===== src/rtl/reg_file.sv =====
`default_nettype none
// =============================================================================
// Module      : reg_file
// Description : 32 x XLEN RV32I register file, two combinational read ports,
//               one synchronous write port, x0 hardwired to zero.
// Revision    : 1.0 - initial release
// =============================================================================
module reg_file #(
  parameter int XLEN   = 32,
  parameter int NREGS  = 32,
  parameter bit BYPASS = 1'b1,
  localparam int AW    = $clog2(NREGS)
) (
  input  logic            clk,
  input  logic            reset,
  input  logic [AW-1:0]   rs1,
  input  logic [AW-1:0]   rs2,
  input  logic [AW-1:0]   rd,
  input  logic [XLEN-1:0] write_data,
  input  logic            reg_write,
  output logic [XLEN-1:0] read_data1,
  output logic [XLEN-1:0] read_data2
);

  // x0 has no storage; entries 1..NREGS-1 only.
  logic [XLEN-1:0] r_regs [1:NREGS-1];

  logic [XLEN-1:0] w_rd1;
  logic [XLEN-1:0] w_rd2;

  always_ff @(posedge clk or negedge reset) begin
    if (!reset) begin
      for (int i = 1; i < NREGS; i++) begin
        r_regs[i] <= '0;
      end
    end else if (reg_write && (rd != '0)) begin
      r_regs[rd] <= write_data;
    end
  end

  function automatic logic [XLEN-1:0] f_read(
    input logic [AW-1:0]   a,
    input logic [XLEN-1:0] stored,
    input logic            rst_n,
    input logic            we,
    input logic [AW-1:0]   wa,
    input logic [XLEN-1:0] wd
  );
    logic [XLEN-1:0] v;
    v = '0;
    // Gating with reset keeps a pending bypass from leaking out while held in reset.
    if (rst_n && (a != '0)) begin
      v = stored;
      if (BYPASS && we && (wa == a)) begin
        v = wd;
      end
    end
    return v;
  endfunction

  always_comb begin
    w_rd1 = '0;
    w_rd2 = '0;
    if (rs1 != '0) begin
      w_rd1 = f_read(rs1, r_regs[rs1], reset, reg_write, rd, write_data);
    end
    if (rs2 != '0) begin
      w_rd2 = f_read(rs2, r_regs[rs2], reset, reg_write, rd, write_data);
    end
  end

  assign read_data1 = w_rd1;
  assign read_data2 = w_rd2;

endmodule
`default_nettype wire


===== config.mk =====
export PLATFORM = sky130hd
export DESIGN_NAME = reg_file
export DESIGN_NICKNAME = d
export VERILOG_FILES = /design/src/rtl/reg_file.sv
export SDC_FILE = /design/constraint.sdc
export NUM_CORES = 2
export LEC_CHECK = 0
export CAP_MARGIN = 25
export CORE_MARGIN = 5
export CORE_UTILIZATION = 36
export CTS_BUF_LIST = sky130_fd_sc_hd__clkbuf_16
export CTS_CLUSTER_DIAMETER = 40
export CTS_CLUSTER_SIZE = 20
export DETAILED_ROUTE_END_ITERATION = 10
export RECOVER_POWER = 100
export SLEW_MARGIN = 20
export SYNTH_ARGS = -nofsm -noshare
export SYNTH_HDL_FRONTEND = slang
export SYNTH_SLANG_ARGS = --single-unit

===== constraint.sdc =====
create_clock -name clk -period 2.65 [get_ports clk]
set_input_delay 0.53 -clock clk [delete_from_list [all_inputs] [get_ports clk]]
set_output_delay 0.53 -clock clk [all_outputs]
set_load 0.01 [all_outputs]

# [Word-level counts from Yosys, hierarchy flattened]
# Index checks and enable logic that the tools add are counted.
[classes] addsub=0 mul=0 div_mod_pow=0 n_lt_le_gt_ge=4 n_eq_ne=2 shifts=0 muxes=15 n_bitwise=3 n_reduce_logical=9
[op_table] op="$bwmux 992" n=1
[op_table] op="$mux 32" n=11
[op_table] op="$bmux 32 s5" n=2
[op_table] op="$demux 32 s5" n=1
[op_table] op="$ge 6x6->1 const B" n=3
[op_table] op="$not 5->6" n=3
[op_table] op="$reduce_bool 5->1" n=3
[op_table] op="$eq 5x5->1" n=2
[op_table] op="$logic_and 1x1->1" n=6
[op_table] op="$lt 6x1->1 const B" n=1
[totals] regBits=992 latchBits=0 ramBits=0 rom_bits=0 input_bits=50 out_inout_bits=64 word_cells=64 n_memories=0

# [Depth between registers and ports, before layout]
[logic_depth] depth_word=7 mapped_depth=10 depth_no_buf=5

# [Worst setup path before layout]
# OpenSTA, ideal clock, no wires.
[synth_path] path_kind="input -> output" start="input rs1[1]" end="output read_data1[12]" arrival_ns=2.302 required_time_ns=2.120 slack_ns=-0.182 cell_stages=6 path_buffers=3 cell_sequence="buf_2 > buf_6 > clkbuf_1 > mux4_2 > mux4_2 > a221o_1"
[synth_between] elab_chain_len=7 elab_cells_between_ends=11 cone_classes="1 x eq/ne; 6 x mux; 1 x bitwise; 3 x reduce/logical"
[synth_rtl] item="start, declared" line="16" rtl="input logic [AW-1:0] rs1,"
[synth_rtl] item="$not 5->6 (not written as such)" line="65" rtl="w_rd1 = f_read(rs1, r_regs[rs1], reset, reg_write, rd, write_data);"
[synth_rtl] item="$bmux 32 s5" line="65"
[synth_rtl] item="$mux 32 (not written as such) (2 in series)" line="65"
[synth_rtl] item="$mux 32" line="54" rtl="if (BYPASS && we && (wa == a)) begin"
[synth_rtl] item="$mux 32" line="52" rtl="if (rst_n && (a != '0)) begin"
[synth_rtl] item="$mux 32 *" line="64" rtl="if (rs1 != '0) begin"
[synth_rtl] item="end, declared" line="21" rtl="output logic [XLEN-1:0] read_data1,"
# Mark *: on every way between the ends. The rest lies on a longest branch, timed or not. The select of a mux whose other input is x is not followed.

# [Final worst setup path]
[layout_path] start="register r_regs[524] in the netlist's numbering" end="output read_data1[12]"
[layout_between] elab_chain_len=6
[layout_rtl] item="start, declared" line="26" rtl="logic [XLEN-1:0] r_regs [1:NREGS-1];"
[layout_rtl] item="start signal, assigned by index" line="37" rtl="r_regs[rd] <= write_data;"
[layout_rtl] item="$bmux 32 s5" line="65"
[layout_rtl] item="$mux 32 (not written as such) (2 in series)" line="65"
[layout_rtl] item="$mux 32" line="54"
[layout_rtl] item="$mux 32" line="52"
[layout_rtl] item="$mux 32" line="64"
# No other way between the ends. The select of a mux whose other input is x is not followed.

==> reports/metrics.csv <==
metric,value,unit
postLayoutCoreUtil,48.2,%
max_flop_register,r_regs,
worst_ir_drop_vdd,0.710,mV
path_class,reg -> out,
tritoncts,yes,
maxCapViolCount,2,
path_depth,4,
synth.area.top_cells,"dfrtp_1, mux2_2, mux4_2",
track_usage,26.3,%
syn_avg_cell_area,14.6,um^2
core,0.150,mm^2
regArea,0.0248,mm^2
netlist_area,0.0541,mm^2
multi_input_area,0.0294,mm^2
reg2reg_depth,3,
outcome,"finished, violations left",
placed_area,0.0646,mm^2
synth_ff_type,dfrtp_1,
crit_slowest_cell,mux4_2,
required,2120,ps
netlist_instances,3711,
cts_root_buf,clkbuf_16,
syn_to_final_growth,33.4,%
dpl.hpwl,137000,um
route.vias.total,40190,
seq_area_frac_synth,45.9,%
firstDrtPassIters,6,
htree_num_levels,4,
synth_cell_types,69,
cts_buffers,144,
dieArea,0.158,mm^2
drv_slew,165,
drt_iter0_markers,4161,
path_buf_inv,1,
drive_gt1_share,63.6,%
fmax,300,MHz
largest_register_ffs,992,
path_cells,mux4_2 -> mux4_2 -> a221o_2 -> buf_6,
clock-sinks,992,
setup_viol,367,
initial_core_util,36.1,%
critPathTopFamily,multiplexers,
yosys.area.top_type_share,45.9,%
gp_congestion,0.885,
grt_pass1_wl,302000,um
die_x,398,um
finalCriticalPeriod,3330,ps
grt_pass1_vias,41717,
fin_area,0.0721,mm^2
numPortBuffers,113,
cp-end-kind,output pin,
crit_top_cell,mux4_2,
reg_top3,r_regs x992,
synth_edf_count,0,
antenna_found_initial,5,
cp_slowest_stage_delay,520,ps
r2r_setup_slack,1640,ps
io_pins,114,
violations,"capacitance limit, slew limit, setup timing",
rsz0062_at_grt,true,
clk_pin_slew,60,ps
drt-total-wl,210000,um
total_leakage_power,31.6,nW
grt_max_degree,191,
slew_headroom,-24.1,%
hold_viol_final,0,
fin_nets,4607,
grt-ovfl-total,0,
worst_pin_slew,1860,ps
worstHoldPathType,reg -> reg,
synth_seq_cells,992,
path_max_fanout,2,
drcViolationCount,0,
synth_area_leader_cell,dfrtp_1,
placementRows,142,
ant_nets,0,
postLayoutSetupSlackWorst,-682,ps
clock_skew,0,ps
startpoint,r_regs[524]$_DFFE_PN0P_,
ys_warn_count,0,
r2r_end,r_regs[59]$_DFFE_PN0P_,
die_y,398,um
critPathLaunchType,register,
cp.arrival,2800,ps
synthesis.nets,3761,
async_flop_share,100,%
viasPerCell,6.01,
p_total,52.8,mW
fillers,13050,
p_per_area,733,mW/mm^2
fin_crit_sh,126,%
r2r-start,r_regs[59]$_DFFE_PN0P_,
crit_path_end,read_data1[12],
clock_latency,760,ps
wl_per_cell,31.5,um
clk_path_buf_depth,3,
-- cell usage in the layout, fill, tap and decap left out, types with 50 or more instances in the layout --
master	synthesis	layout
buf_12	0	115
buf_4	28	666
buf_6	21	106
clkbuf_16	0	155
clkbuf_2	1	59
dfrtp_1	992	992
mux2_1	82	80
mux2_2	988	975
mux2i_1	110	89
mux4_2	429	429
nand2_1	63	50
nor2_1	106	87
-- layer usage --
metal,routed length (um),part of all wire [%],global-route usage [%]
met1,86100,41,35.9
met2,95500,45,40.5
met3,18900,9.0,6.41
met4,9900,4.7,10.6
met5,0,0,0
-- power by group --
part | total (mW) | internal [mW] | switching [mW]
clock network | 19.7 | 12.1 | 7.68
logic | 12.9 | 7.70 | 5.18
registers | 20.2 | 18.1 | 2.08
total | 52.8 | 37.9 | 14.9
-- layout make-up --
class | instances | area share, %
antenna | 2 | 0.00694
inverter | 6 | 0.0382
sequential | 992 | 34.4
multi-input combinational | 2315 | 40.8
clock inverter | 102 | 1.51
clock buffer | 152 | 5.28
tap | 2016 | 3.50
timing repair buffer | 1098 | 14.5
-- per-stage QoR --
stage | setup WS, ps | TNS, ps | instances | hold slack (ps)
floorplan | -40.4 | -277 | 3711 | 234
global placement | -1590 | -104080 | 6278 | 484
detailed placement | -1570 | -107940 | 6279 | 492
CTS | -719 | -29560 | 6650 | 65.1
global route | -711 | -191200 | 6681 | 524
finish | -682 | -68130 | 6683 | 509
-- worst min path at each step --
stage,startpoint,endpoint,slack (ps),cells after the start
global placement,r_regs[99]$_DFFE_PN0P_,r_regs[99]$_DFFE_PN0P_,480,1
global route,r_regs[378]$_DFFE_PN0P_,r_regs[378]$_DFFE_PN0P_,520,1
CTS,reset,r_regs[233]$_DFFE_PN0P_,70,3
floorplan,reset,r_regs[0]$_DFFE_PN0P_,230,0
finish,r_regs[99]$_DFFE_PN0P_,r_regs[99]$_DFFE_PN0P_,510,1
detailed placement,r_regs[101]$_DFFE_PN0P_,r_regs[101]$_DFFE_PN0P_,490,1
-- cell usage after synthesis (52+ instances only) --
| master | count |
|---|---|
| dfrtp_1 | 992 |
| nor2_1 | 106 |
| mux2i_1 | 110 |
| clkbuf_1 | 190 |
| buf_1 | 60 |
| mux2_2 | 988 |
| buf_2 | 98 |
| mux4_2 | 429 |
| a221oi_1 | 78 |
| nand2_1 | 63 |
| nor3_1 | 52 |
| mux2_1 | 82 |
-- cells by family after synthesis --
group	after synthesis	synth area share, %
AOI/OAI and AO/OA	360	5.19
xor gates and xnor gates	10	0.162
buffers and inverters	404	3.52
DFF	992	45.9
muxes	1609	42.2
and+or+nand+nor	336	3.02
-- repair_timing --
| item | in CTS | in global routing |
|---|---|---|
| setup buffers | 131 | 36 |
| cloned | 13 | 3 |
| pin swaps | 142 | 76 |
| hold buffers | 1 | 0 |
| gates resized for setup | 664 | 128 |
| hold endpoints to repair | 11 | 0 |
| endpoints found under the setup margin | 64 | 64 |
No activity file was read; power rests on OpenSTA's default activity.
